$ cat src/rtl/rs_pkg.sv
// Shared definitions for the receive reconciliation sublayer.
// Holds the XGMII control characters, the sequence ordered-set codes, the
// link_fault encoding, the 32-bit assembly phase type and the column decode
// helpers used by the top level.
package rs_pkg;

    // XGMII control characters
    localparam logic [7:0] IDLE  = 8'h07;
    localparam logic [7:0] START = 8'hFB;
    localparam logic [7:0] TERM  = 8'hFD;
    localparam logic [7:0] SEQ   = 8'h9C;
    localparam logic [7:0] ERROR = 8'hFE;

    // Lane-3 codes carried by a sequence ordered set
    localparam logic [7:0] SEQ_LOCAL   = 8'h01;
    localparam logic [7:0] SEQ_REMOTE  = 8'h02;
    localparam logic [7:0] SEQ_LINKINT = 8'h03;

    // One full idle column (four lanes of 07, all control flags set)
    localparam logic [31:0] IDLE_COL_D = {IDLE, IDLE, IDLE, IDLE};
    localparam logic [3:0]  IDLE_COL_C = 4'hF;

    // link_fault encoding; values match the lane-3 sequence codes
    typedef enum logic [1:0] {
        LF_OK      = 2'b00,
        LF_LOCAL   = 2'b01,
        LF_REMOTE  = 2'b10,
        LF_LINKINT = 2'b11
    } link_fault_e;

    // 32-bit assembly phase: which half of the 64-bit word comes next
    typedef enum logic {
        PH0 = 1'b0,
        PH1 = 1'b1
    } phase_e;

    // True when a 4-lane column is a sequence ordered set
    function automatic logic col_is_seq(input logic [31:0] d, input logic [3:0] c);
        logic code_ok_s;
        code_ok_s = (d[31:24] == SEQ_LOCAL) || (d[31:24] == SEQ_REMOTE) ||
                    (d[31:24] == SEQ_LINKINT);
        return (d[7:0] == SEQ) && (c == 4'b0001) && (d[23:8] == 16'h0000) && code_ok_s;
    endfunction

    // Fault class of a column; only meaningful when col_is_seq() is true
    function automatic link_fault_e col_seq_type(input logic [31:0] d);
        link_fault_e t_s;
        case (d[25:24])
            2'b01:   t_s = LF_LOCAL;
            2'b10:   t_s = LF_REMOTE;
            2'b11:   t_s = LF_LINKINT;
            default: t_s = LF_OK;
        endcase
        return t_s;
    endfunction

endpackage

$ cat src/rtl/rx_rs_fault_fsm.sv
// Receive fault state machine.
// Processes up to two columns per clock (column 0 first, then column 1),
// counting same-type sequence ordered sets and the columns between them.
// Ports:
//   clk, rst_n          clock and asynchronous active-low reset
//   col0_v/col1_v       column strobes (col1_v tied low in 32-bit mode)
//   col0_seq/col1_seq   column is a sequence ordered set
//   col0_type/col1_type fault class of that sequence (link_fault encoding)
//   link_fault          registered fault status
//   link_fault_nxt      value link_fault takes at the next edge
//   seq_cnt             registered same-type sequence count
module rx_rs_fault_fsm
    import rs_pkg::*;
#(
    parameter int FAULT_THRESH = 4,
    parameter int FAULT_WIN    = 128
) (
    input  logic       clk,
    input  logic       rst_n,
    input  logic       col0_v,
    input  logic       col0_seq,
    input  logic [1:0] col0_type,
    input  logic       col1_v,
    input  logic       col1_seq,
    input  logic [1:0] col1_type,
    output logic [1:0] link_fault,
    output logic [1:0] link_fault_nxt,
    output logic [3:0] seq_cnt
);

    localparam int            CW       = $clog2(FAULT_WIN + 1);
    localparam logic [3:0]    THRESH_C = 4'(FAULT_THRESH);
    localparam logic [CW-1:0] WIN_C    = CW'(FAULT_WIN);
    localparam logic [CW-1:0] ONE_C    = CW'(1);

    logic [1:0]      type_r, type_s;
    logic [3:0]      seq_cnt_r, seq_cnt_s;
    logic [CW-1:0]   col_cnt_r, col_cnt_s;
    logic [1:0]      link_fault_r, link_fault_s;
    logic [1:0]      v_s, q_s;
    logic [1:0][1:0] t_s;

    // Next-state: walk the columns in arrival order so two sequences in one word both count
    always_comb begin
        type_s       = type_r;
        seq_cnt_s    = seq_cnt_r;
        col_cnt_s    = col_cnt_r;
        link_fault_s = link_fault_r;
        v_s          = {col1_v, col0_v};
        q_s          = {col1_seq, col0_seq};
        t_s          = {col1_type, col0_type};
        for (int i = 0; i < 2; i++) begin
            if (v_s[i]) begin
                if (q_s[i]) begin
                    // A saturated col_cnt means the gap exceeded the window: restart
                    if ((t_s[i] == type_s) && (col_cnt_s < WIN_C)) begin
                        if (seq_cnt_s < THRESH_C) begin
                            seq_cnt_s = seq_cnt_s + 4'd1;
                        end else begin
                            seq_cnt_s = seq_cnt_s;
                        end
                    end else begin
                        type_s    = t_s[i];
                        seq_cnt_s = 4'd1;
                    end
                    col_cnt_s = '0;
                    if (seq_cnt_s == THRESH_C) begin
                        link_fault_s = type_s;
                    end else begin
                        link_fault_s = link_fault_s;
                    end
                end else begin
                    if (col_cnt_s < WIN_C) begin
                        col_cnt_s = col_cnt_s + ONE_C;
                    end else begin
                        col_cnt_s = col_cnt_s;
                    end
                    if (col_cnt_s == WIN_C) begin
                        link_fault_s = LF_OK;
                        seq_cnt_s    = 4'd0;
                    end else begin
                        link_fault_s = link_fault_s;
                    end
                end
            end else begin
                col_cnt_s = col_cnt_s;
            end
        end
    end

    // State register for type, counters and fault status
    always_ff @(posedge clk or negedge rst_n) begin
        if (!rst_n) begin
            type_r       <= LF_OK;
            seq_cnt_r    <= 4'd0;
            col_cnt_r    <= '0;
            link_fault_r <= LF_OK;
        end else begin
            type_r       <= type_s;
            seq_cnt_r    <= seq_cnt_s;
            col_cnt_r    <= col_cnt_s;
            link_fault_r <= link_fault_s;
        end
    end

    assign link_fault     = link_fault_r;
    assign link_fault_nxt = link_fault_s;
    assign seq_cnt        = seq_cnt_r;

endmodule

$ cat src/rtl/rx_rs_layer_param.sv
// Receive reconciliation sublayer, parametrised for 32- or 64-bit SDR input.
// Assembles columns into 64-bit/8-control words, realigns on a Start in the
// upper half (32-bit mode), runs the fault FSM and replaces data with Idle
// while a fault is active.
// Ports:
//   rxclk, reset        clock and asynchronous active-low reset
//   rxd_in, rxc_in      input data/control, lane 0 in the low byte
//   rxd64, rxc8         assembled (and fault-gated) word
//   rxd64_valid         qualifier for rxd64/rxc8
//   link_fault          00 OK, 01 local, 10 remote, 11 link interruption
//   seq_cnt_o           current same-type sequence count
module rx_rs_layer_param
    import rs_pkg::*;
#(
    parameter int IN_W         = 32,
    parameter int FAULT_THRESH = 4,
    parameter int FAULT_WIN    = 128
) (
    input  logic              rxclk,
    input  logic              reset,
    input  logic [IN_W-1:0]   rxd_in,
    input  logic [IN_W/8-1:0] rxc_in,
    output logic [63:0]       rxd64,
    output logic [7:0]        rxc8,
    output logic              rxd64_valid,
    output logic [1:0]        link_fault,
    output logic [3:0]        seq_cnt_o
);

    logic [31:0] col0_d_s, col1_d_s;
    logic [3:0]  col0_c_s, col1_c_s;
    logic        col1_v_s;
    logic [63:0] asm_d_s;
    logic [7:0]  asm_c_s;
    logic        emit_s;
    logic [1:0]  lf_nxt_s;
    logic [63:0] rxd64_r;
    logic [7:0]  rxc8_r;
    logic        valid_r;

    if (IN_W == 64) begin : g_w64
        // Both columns arrive together; every cycle produces a word
        always_comb begin
            col0_d_s = rxd_in[31:0];
            col0_c_s = rxc_in[3:0];
            col1_d_s = rxd_in[63:32];
            col1_c_s = rxc_in[7:4];
            col1_v_s = 1'b1;
            asm_d_s  = rxd_in;
            asm_c_s  = rxc_in;
            emit_s   = 1'b1;
        end
    end else begin : g_w32
        phase_e      phase_r, phase_s;
        logic [31:0] hold_d_r, hold_d_s;
        logic [3:0]  hold_c_r, hold_c_s;
        logic        is_start_s;

        // Phase and held lower half registers
        always_ff @(posedge rxclk or negedge reset) begin
            if (!reset) begin
                phase_r  <= PH0;
                hold_d_r <= 32'h0000_0000;
                hold_c_r <= 4'h0;
            end else begin
                phase_r  <= phase_s;
                hold_d_r <= hold_d_s;
                hold_c_r <= hold_c_s;
            end
        end

        // Half-word assembly; a Start in the upper half flushes the held half padded with Idle
        always_comb begin
            col0_d_s   = rxd_in[31:0];
            col0_c_s   = rxc_in[3:0];
            col1_d_s   = 32'h0000_0000;
            col1_c_s   = 4'h0;
            col1_v_s   = 1'b0;
            is_start_s = (rxd_in[7:0] == START) && rxc_in[0];
            phase_s    = phase_r;
            hold_d_s   = hold_d_r;
            hold_c_s   = hold_c_r;
            asm_d_s    = {rxd_in[31:0], hold_d_r};
            asm_c_s    = {rxc_in[3:0], hold_c_r};
            emit_s     = 1'b0;
            case (phase_r)
                PH0: begin
                    hold_d_s = rxd_in[31:0];
                    hold_c_s = rxc_in[3:0];
                    phase_s  = PH1;
                end
                PH1: begin
                    emit_s = 1'b1;
                    if (is_start_s) begin
                        asm_d_s  = {IDLE_COL_D, hold_d_r};
                        asm_c_s  = {IDLE_COL_C, hold_c_r};
                        hold_d_s = rxd_in[31:0];
                        hold_c_s = rxc_in[3:0];
                        phase_s  = PH1;
                    end else begin
                        phase_s  = PH0;
                    end
                end
                default: begin
                    phase_s = PH0;
                end
            endcase
        end
    end

    rx_rs_fault_fsm #(
        .FAULT_THRESH (FAULT_THRESH),
        .FAULT_WIN    (FAULT_WIN)
    ) u_fault_fsm (
        .clk            (rxclk),
        .rst_n          (reset),
        .col0_v         (1'b1),
        .col0_seq       (col_is_seq(col0_d_s, col0_c_s)),
        .col0_type      (col_seq_type(col0_d_s)),
        .col1_v         (col1_v_s),
        .col1_seq       (col_is_seq(col1_d_s, col1_c_s)),
        .col1_type      (col_seq_type(col1_d_s)),
        .link_fault     (link_fault),
        .link_fault_nxt (lf_nxt_s),
        .seq_cnt        (seq_cnt_o)
    );

    // Output word register; the fault decision already includes the columns of this word
    always_ff @(posedge rxclk or negedge reset) begin
        if (!reset) begin
            rxd64_r <= {IDLE_COL_D, IDLE_COL_D};
            rxc8_r  <= 8'hFF;
            valid_r <= 1'b0;
        end else begin
            valid_r <= emit_s;
            if (lf_nxt_s != LF_OK) begin
                rxd64_r <= {IDLE_COL_D, IDLE_COL_D};
                rxc8_r  <= 8'hFF;
            end else if (emit_s) begin
                rxd64_r <= asm_d_s;
                rxc8_r  <= asm_c_s;
            end else begin
                rxd64_r <= rxd64_r;
                rxc8_r  <= rxc8_r;
            end
        end
    end

    assign rxd64       = rxd64_r;
    assign rxc8        = rxc8_r;
    assign rxd64_valid = valid_r;

endmodule

$ cat config.mk
export PLATFORM = sky130hd
export DESIGN_NAME = rx_rs_layer_param
export DESIGN_NICKNAME = d
export VERILOG_FILES = /design/src/rtl/rs_pkg.sv /design/src/rtl/rx_rs_fault_fsm.sv /design/src/rtl/rx_rs_layer_param.sv
export SDC_FILE = /design/constraint.sdc
export NUM_CORES = 1
export LEC_CHECK = 0
export ABC_AREA = 1
export BUFFER_PORTS_ARGS = -buffer_cell sky130_fd_sc_hd__buf_2
export CORE_ASPECT_RATIO = 1.25
export CORE_MARGIN = 2
export CORE_UTILIZATION = 60
export DETAILED_ROUTE_END_ITERATION = 6
export PLACE_DENSITY_LB_ADDON = 0.3
export SETUP_SLACK_MARGIN = 0.02
export SLEW_MARGIN = 20
export SYNTH_ARGS = -nofsm -noshare
export SYNTH_HDL_FRONTEND = slang
export SYNTH_HIERARCHICAL = 1
export SYNTH_SLANG_ARGS = --single-unit
export TNS_END_PERCENT = 20
$ cat constraint.sdc
create_clock -name rxclk -period 5.3 [get_ports rxclk]
set_input_delay 1.06 -clock rxclk [delete_from_list [all_inputs] [get_ports rxclk]]
set_output_delay 1.06 -clock rxclk [all_outputs]
set_load 0.02 [all_outputs]
# --- Yosys cells after proc, flatten, opt, wreduce, memory -nomap -nowiden ---
# Index checks and enable logic that the tools add are counted.
op_classes:
  addsub: 2
  n_lt_le_gt_ge: 2
  eq_ne: 13
  n_mux: 28
  bitwise: 1
  n_reduce_logical: 11
ops:
  columns: ["cell", "count"]
  rows:
  - ["$mux 64", 4]
  - ["$pmux 32 s2", 1]
  - ["$mux 8", 7]
  - ["$mux 32", 1]
  - ["$eq 8x8->1 const B", 3]
  - ["$mux 4", 6]
  - ["$eq 8x2->1 const B", 2]
  - ["$logic_not 16->1", 1]
  - ["$add 8x1->8 const B", 1]
  - ["$eq 8x1->1 const B", 1]
  - ["$lt 8x8->1 const B", 1]
  - ["$mux 2", 4]
  - ["$pmux 4 s2", 1]
  - ["$pmux 2 s3", 1]
  - ["$reduce_bool 2->1", 3]
  - ["$logic_and 1x1->1", 5]
  - ["$add 4x1->4 const B", 1]
  - ["$eq 2x2->1 const B", 2]
  - ["$eq 4x1->1 const B", 1]
  - ["$eq 4x3->1 const B", 1]
  - ["$lt 4x3->1 const B", 1]
  - ["$eq 2x1->1 const B", 1]
  - ["$eq 2x2->1", 1]
  - ["$logic_or 1x1->1", 2]
  - ["other kinds (4)", 5]
word_totals:
  ff_bits: 126
  in_bits: 38
  output_inout_bits: 79
  elab_cells: 67

# --- Depth between registers and ports, before layout ---
logic_depth:
  ltp_word: 11
  depth_mapped: 28
  depth_no_buf: 26

# --- Cells and area by module ---
# The synthesis kept the hierarchy.
by_module_without_submodules:
  columns: ["module", "n_inst", "cells_each", "area_per_inst_um2", "seq_area_each_um2"]
  rows:
  - ["rx_rs_layer_param", 1, 573, 4951.0, 2792.7]
  - ["rx_rs_fault_fsm", 1, 254, 1634.1, 400.4]

# --- Worst setup path after synthesis ---
# Ideal clock, no wire load.
synth_path:
  kind: "input to register"
  from: "in rxd_in[25]"
  to: "reg rxc8_r[7] (netlist: rxc8[7])"
  setup_ns: 0.072
  arrival_time_ns: 3.048
  required_time_ns: 5.228
  path_slack_ns: 2.179
  cell_stages: 18
  path_buffers: 2
  path_cell_list: "clkbuf_1 or2_2 nand3_1 inv_1 nand2_1 nand4_1 o211ai_1 nand2_1 o21ai_0 inv_1 nand2_1 nand2_1 nor2_2 nand2_1 buf_2 or2_0 nand2_1 inv_1"
synth_via:
  elab_chain_len: 11
  word_cells_on_any_way: 21
  cone_classes: "eq/ne: 8; mux: 7; reduce/logical: 6"
synth_lines:
  columns: ["item", "line", "source"]
  rows:
  - ["from (decl)", "rx_rs_layer_param.sv:21", "input logic [IN_W-1:0] rxd_in,"]
  - ["$eq 2x2->1 or $eq 2x1->1 (tied branches)", "rs_pkg.sv:48", "case (d[25:24])"]
  - ["$pmux 2 s3", "rs_pkg.sv:48", null]
  - ["$eq 2x2->1", "rx_rs_fault_fsm.sv:56", "if ((t_s[i] == type_s) && (col_cnt_s < WIN_C)) begin"]
  - ["$logic_and 1x1->1", "rx_rs_fault_fsm.sv:56", null]
  - ["$mux 4", "rx_rs_fault_fsm.sv:56", null]
  - ["$mux 4", "rx_rs_fault_fsm.sv:54", "if (q_s[i]) begin"]
  - ["$eq 4x3->1", "rx_rs_fault_fsm.sv:67", "if (seq_cnt_s == THRESH_C) begin"]
  - ["$mux 2", "rx_rs_fault_fsm.sv:67", null]
  - ["$mux 2 (*)", "rx_rs_fault_fsm.sv:54", null]
  - ["named net lf_nxt_s[1]", "rx_rs_layer_param.sv:36", "logic [1:0] lf_nxt_s;"]
  - ["$reduce_bool 2->1 (*)", "rx_rs_layer_param.sv:136", "if (lf_nxt_s != LF_OK) begin"]
  - ["$mux 8 or $reduce_bool 2->1 (tied branches)", null, null]
  - ["to (signal assigned)", "rx_rs_layer_param.sv:141", "rxc8_r <= asm_c_s;"]
  - ["to (signal assigned)", "rx_rs_layer_param.sv:144", "rxc8_r <= rxc8_r;"]
  - ["to (decl)", "rx_rs_layer_param.sv:38", "logic [7:0] rxc8_r;"]
# The timed path passes the listed nets; every way through them passes the cells marked *. The select of a mux whose other input is x is not followed.
# A chain may end at the register's enable or synchronous reset.

# --- Final worst setup path ---
layout_path:
  from: "in rxd_in[21]"
  to: "reg rxd64_r[44] (netlist: rxd64[44])"
layout_via:
  elab_chain_len: 6
  word_cells_on_any_way: 7
  cone_classes: "mux: 2; reduce/logical: 5"
layout_lines:
  columns: ["item", "line", "source"]
  rows:
  - ["$logic_not 16->1 (*)", "rs_pkg.sv:42", "return (d[7:0] == SEQ) && (c == 4'b0001) && (d[23:8] == 16'h0000) && code_ok_s;"]
  - ["$logic_and 1x1->1 (*) (2 in a row)", "rs_pkg.sv:42", null]
  - ["$mux 2 (*)", "rx_rs_fault_fsm.sv:54", null]
  - ["named net lf_nxt_s[1]", "rx_rs_layer_param.sv:36", null]
  - ["$reduce_bool 2->1 (*)", "rx_rs_layer_param.sv:136", null]
  - ["$mux 64 or $reduce_bool 2->1 (tied branches)", null, null]
  - ["to (signal assigned)", "rx_rs_layer_param.sv:137", "rxd64_r <= {IDLE_COL_D, IDLE_COL_D};"]
  - ["to (signal assigned)", "rx_rs_layer_param.sv:140", "rxd64_r <= asm_d_s;"]
  - ["to (signal assigned)", "rx_rs_layer_param.sv:143", "rxd64_r <= rxd64_r;"]
  - ["to (decl)", "rx_rs_layer_param.sv:37", "logic [63:0] rxd64_r;"]
# The timed path passes the listed nets; every way through them passes the cells marked *.

==> results by group <==
CTS
  • H-tree levels: 4
  • Setup Buffers After CTS: 0
  • TritonCTS clock tree: yes
  • Root Driver: clkbuf_16
  • Post-CTS Resized: 0
  • Hold buffers post-CTS: 0
  • CTS buffer count: 17
  • Clock sinks: 126
  • Reg clk slew, reported paths: approximately 0.060 ns
  • CTS max path bufs: 2
  • Worst skew pair latency: a little over 0.4 ns

Power and ir drop
  • Switching Power: 0.872 mW
  • Reg power frac: 0.415
  • Worst VDD drop: approximately 0.0002 V
  • Comb pwr share: 0.188
  • Pint: slightly below 2 mW
  • Clock power share: 0.397
  • P per Cell Area: between 300 and 400 nW/um2
  • Static leakage: approximately 4 nW
  • Switching fraction of total power: 0.312

Yosys
  • Post-synthesis sequential area ratio: 0.485
  • Post-synth EDFFs: 0
  • Number of library cell types mapped by synthesis: 39
  • Syn Inst Count: approximately 830
  • Async set or reset register ratio after synthesis: 1.00
  • Syn avg cell area: ~8 um2
  • Synth area leaders: dfrtp_1, nand2_1, dfstp_2
  • YS warnings: 6
  • Top_reg_cell synth: dfrtp_1
  • Mapped Area: about 6600 um2
  • Area leader, netlist: dfrtp_1
  • Number of synthesized register bits: about 130
  • Yosys top cell area share: 0.357

Timing
  • Fmax: 263 MHz
  • Setup_tns: 0 ns
  • Final Max Slew Viols: 0
  • Unrepaired setup endpoints after global routing: no
  • Final setup fails: 0
  • Max_slew headroom: 0.339
  • Fin crit period: 3.80 ns
  • Final period util: 0.718
  • Worst hold slack: around 0.48 ns
  • Worst slew pin tran: 0.992 ns
  • Clock Skew: 0.00660 ns
  • Fin. Hold Viols: 0

Die
  • Overall die area: about 12000 um2
  • I/O pins: between 100 and 150
  • Placement row count: between 40 and 50
  • Core footprint: about 11000 um2
  • Die width: about 100 um
  • Starting Density: 0.617
  • Die Span Y: between 100 and 150 um

Finish
  • Cell area after layout: around 7800 um2
  • # diodes: 0
  • Layout cell share with drive strength beyond 1: 0.266
  • Final Non-Filler Cells: between 1000 and 1500
  • Fin nets: between 900 and 1000
  • Area delta synth->final: 17.9%
  • Final Util: 0.728

Flow run
  • Max-Cap Viols: 0

GRT
  • Initial antenna violation count: 0
  • Largest net degree at the start of global routing: 81
  • GRT Overall Usage: 0.280
  • First-pass GRT wire length: approximately 26 mm
  • GR Overflow Total: 0
  • Vias in the first global route: ~5400

Critical path
  • WP data arrival: between 4 and 5 ns
  • Critical path class: input port to register
  • FF-to-FF setup slack: approximately 1.8 ns
  • Crit path capture type: register
  • CP max FO: 34
  • Critical Path RT: 5.64 ns
  • Critical Path Start Type: input port

Route
  • Total Wirelength: 16.4 mm
  • Drt drc: 4
  • Post-route ant nets: 0
  • Initial DRC Count: 451
  • Via density: 5.37
  • Router iterations before antenna repair: 7
  • DR vias: about 5800
  • Wire per inst: roughly 15 um

Placement
  • Final Wtd Congestion: around 0.89
  • IO Port Bufs: between 100 and 150
  • Area after detailed placement: about 7000 um2
  • Hpwl dp: 11.2 mm
  • Placed cells: about 1100

Min path
  • Hold Path Class: register to register

Status
  • Status: finished, violations left
  • Failing checks: design-rule violations
## registers in the layout, indices dropped and copies added, names as in the netlist
| name | flops |
|---|---|
| rxd64 | 64 |
| g_w32.hold_d_r | 32 |
| rxc8 | 8 |
| u_fault_fsm/col_cnt_r | 8 |
| g_w32.hold_c_r | 4 |
| u_fault_fsm/seq_cnt | 4 |
| u_fault_fsm/link_fault | 2 |
| u_fault_fsm/type_r | 2 |
| g_w32.phase_r | 1 |
| rxd64_valid | 1 |
## cells in the mapped netlist, types with 6 or more instances
master,count
nand3_1,62
nand2_1,286
nand2_2,9
inv_1,72
nand3_2,31
dfstp_2,32
xor2_1,6
a21oi_1,47
o21ai_0,12
nand4_1,10
buf_6,6
clkbuf_1,10
nand3b_1,11
buf_2,23
nor2_1,64
o22ai_1,10
dfrtp_1,94
nor2_2,6
## metal layers
layer  vias up  global-route usage  share of wire
li1       2832                   -              -
met1      2706               0.348           0.40
met2       229               0.475           0.50
met3        49              0.0628          0.065
met4         0               0.112          0.031
met5         -                   0              0
## power groups by stage
| stage | Combinational [mW] | Sequential [mW] | Clock, mW |
|---|---|---|---|
| after floorplan | 0.276 | 1.24 | 0 |
| after CTS | 0.522 | 1.16 | 1.12 |
| after detailed placement | 0.519 | 1.17 | 0 |
| after global routing | 0.582 | 1.17 | 1.17 |
| final | 0.527 | 1.16 | 1.11 |
| after global placement | 0.510 | 1.17 | 0 |
## stage by stage
stage | power [mW] | setup slack, ns
detailed placement | 1.69 | 1.20
global placement | 1.68 | 1.28
finish | 2.80 | 1.50
CTS | 2.80 | 1.58
floorplan | 1.52 | 2.18
global route | 2.93 | 1.15
## cell usage in the layout (no fill, tap or decap), types with 3 or more instances in the layout
master	Yosys	final
nand2_1	286	286
buf_2	23	115
dfrtp_1	94	93
inv_1	72	72
nor2_1	64	64
nand3_1	62	62
a21oi_1	47	47
dfstp_2	32	32
nand3_2	31	31
clkbuf_16	0	19
conb_1	2	13
o21ai_0	12	12
nand3b_1	11	11
nand4_1	10	10
o22ai_1	10	10
buf_4	3	9
nand2_2	9	9
nor2_2	6	6
xor2_1	6	6
inv_2	4	4
clkinvlp_4	0	4
o22ai_2	4	4
ha_1	4	4
clkinv_2	0	3
clkinv_4	0	3
## worst paths after layout
kind	startpoint	end	depth (start not counted)
worst min-delay path	rxd64[60]	rxd64[60]	2
worst min register to register	rxd64[60]	rxd64[60]	2
min in group asynchronous	reset	rxd64[14]	1
max in group asynchronous	reset	u_fault_fsm/seq_cnt[3]	2
worst max register to register	u_fault_fsm/col_cnt_r[7]	rxd64[44]	21
worst max-delay path	rxd_in[21]	rxd64[44]	21
## cell type report
type | count | area (um2)
clock buffer | 21 | 503
clock inverter | 11 | 80.1
fill | 837 | 2900
inverter | 78 | 298
multi-input combinational | 591 | 2880
sequential | 126 | 3200
tap | 132 | 165
timing repair buffer | 124 | 643
## worst max-delay path, cell delays in order
cell and delay [ns]:
buf_2 0.12, nor2_1 0.26, nand3_1 0.11, nor2_1 0.10, nand3_1 0.08, nor2_1 0.10, buf_4 0.21, nor2_1 0.07
a21oi_1 0.13, nand2_1 0.07, o21ai_0 0.13, inv_1 0.07, nand2_1 0.08, nand2_1 0.09, nor2_2 0.10, buf_4 0.35
nand2_1 0.09, buf_4 0.22, inv_1 0.48, nand2_1 0.11, nand2_1 0.10
## cell families (layout without fill, tap and decap cells)
logic type	count (synthesis)	in the layout	share of synthesized area
compound gates	79	79	0.0695
xor+xnor	7	7	0.00931
flops	126	126	0.485
fa+ha+maj	4	4	0.00760
mux	2	2	0.00323
simple gates	486	486	0.340
buf+inv	121	234	0.0842
other cells	2	13	0.00114
(Power assumes the default switching activity.)
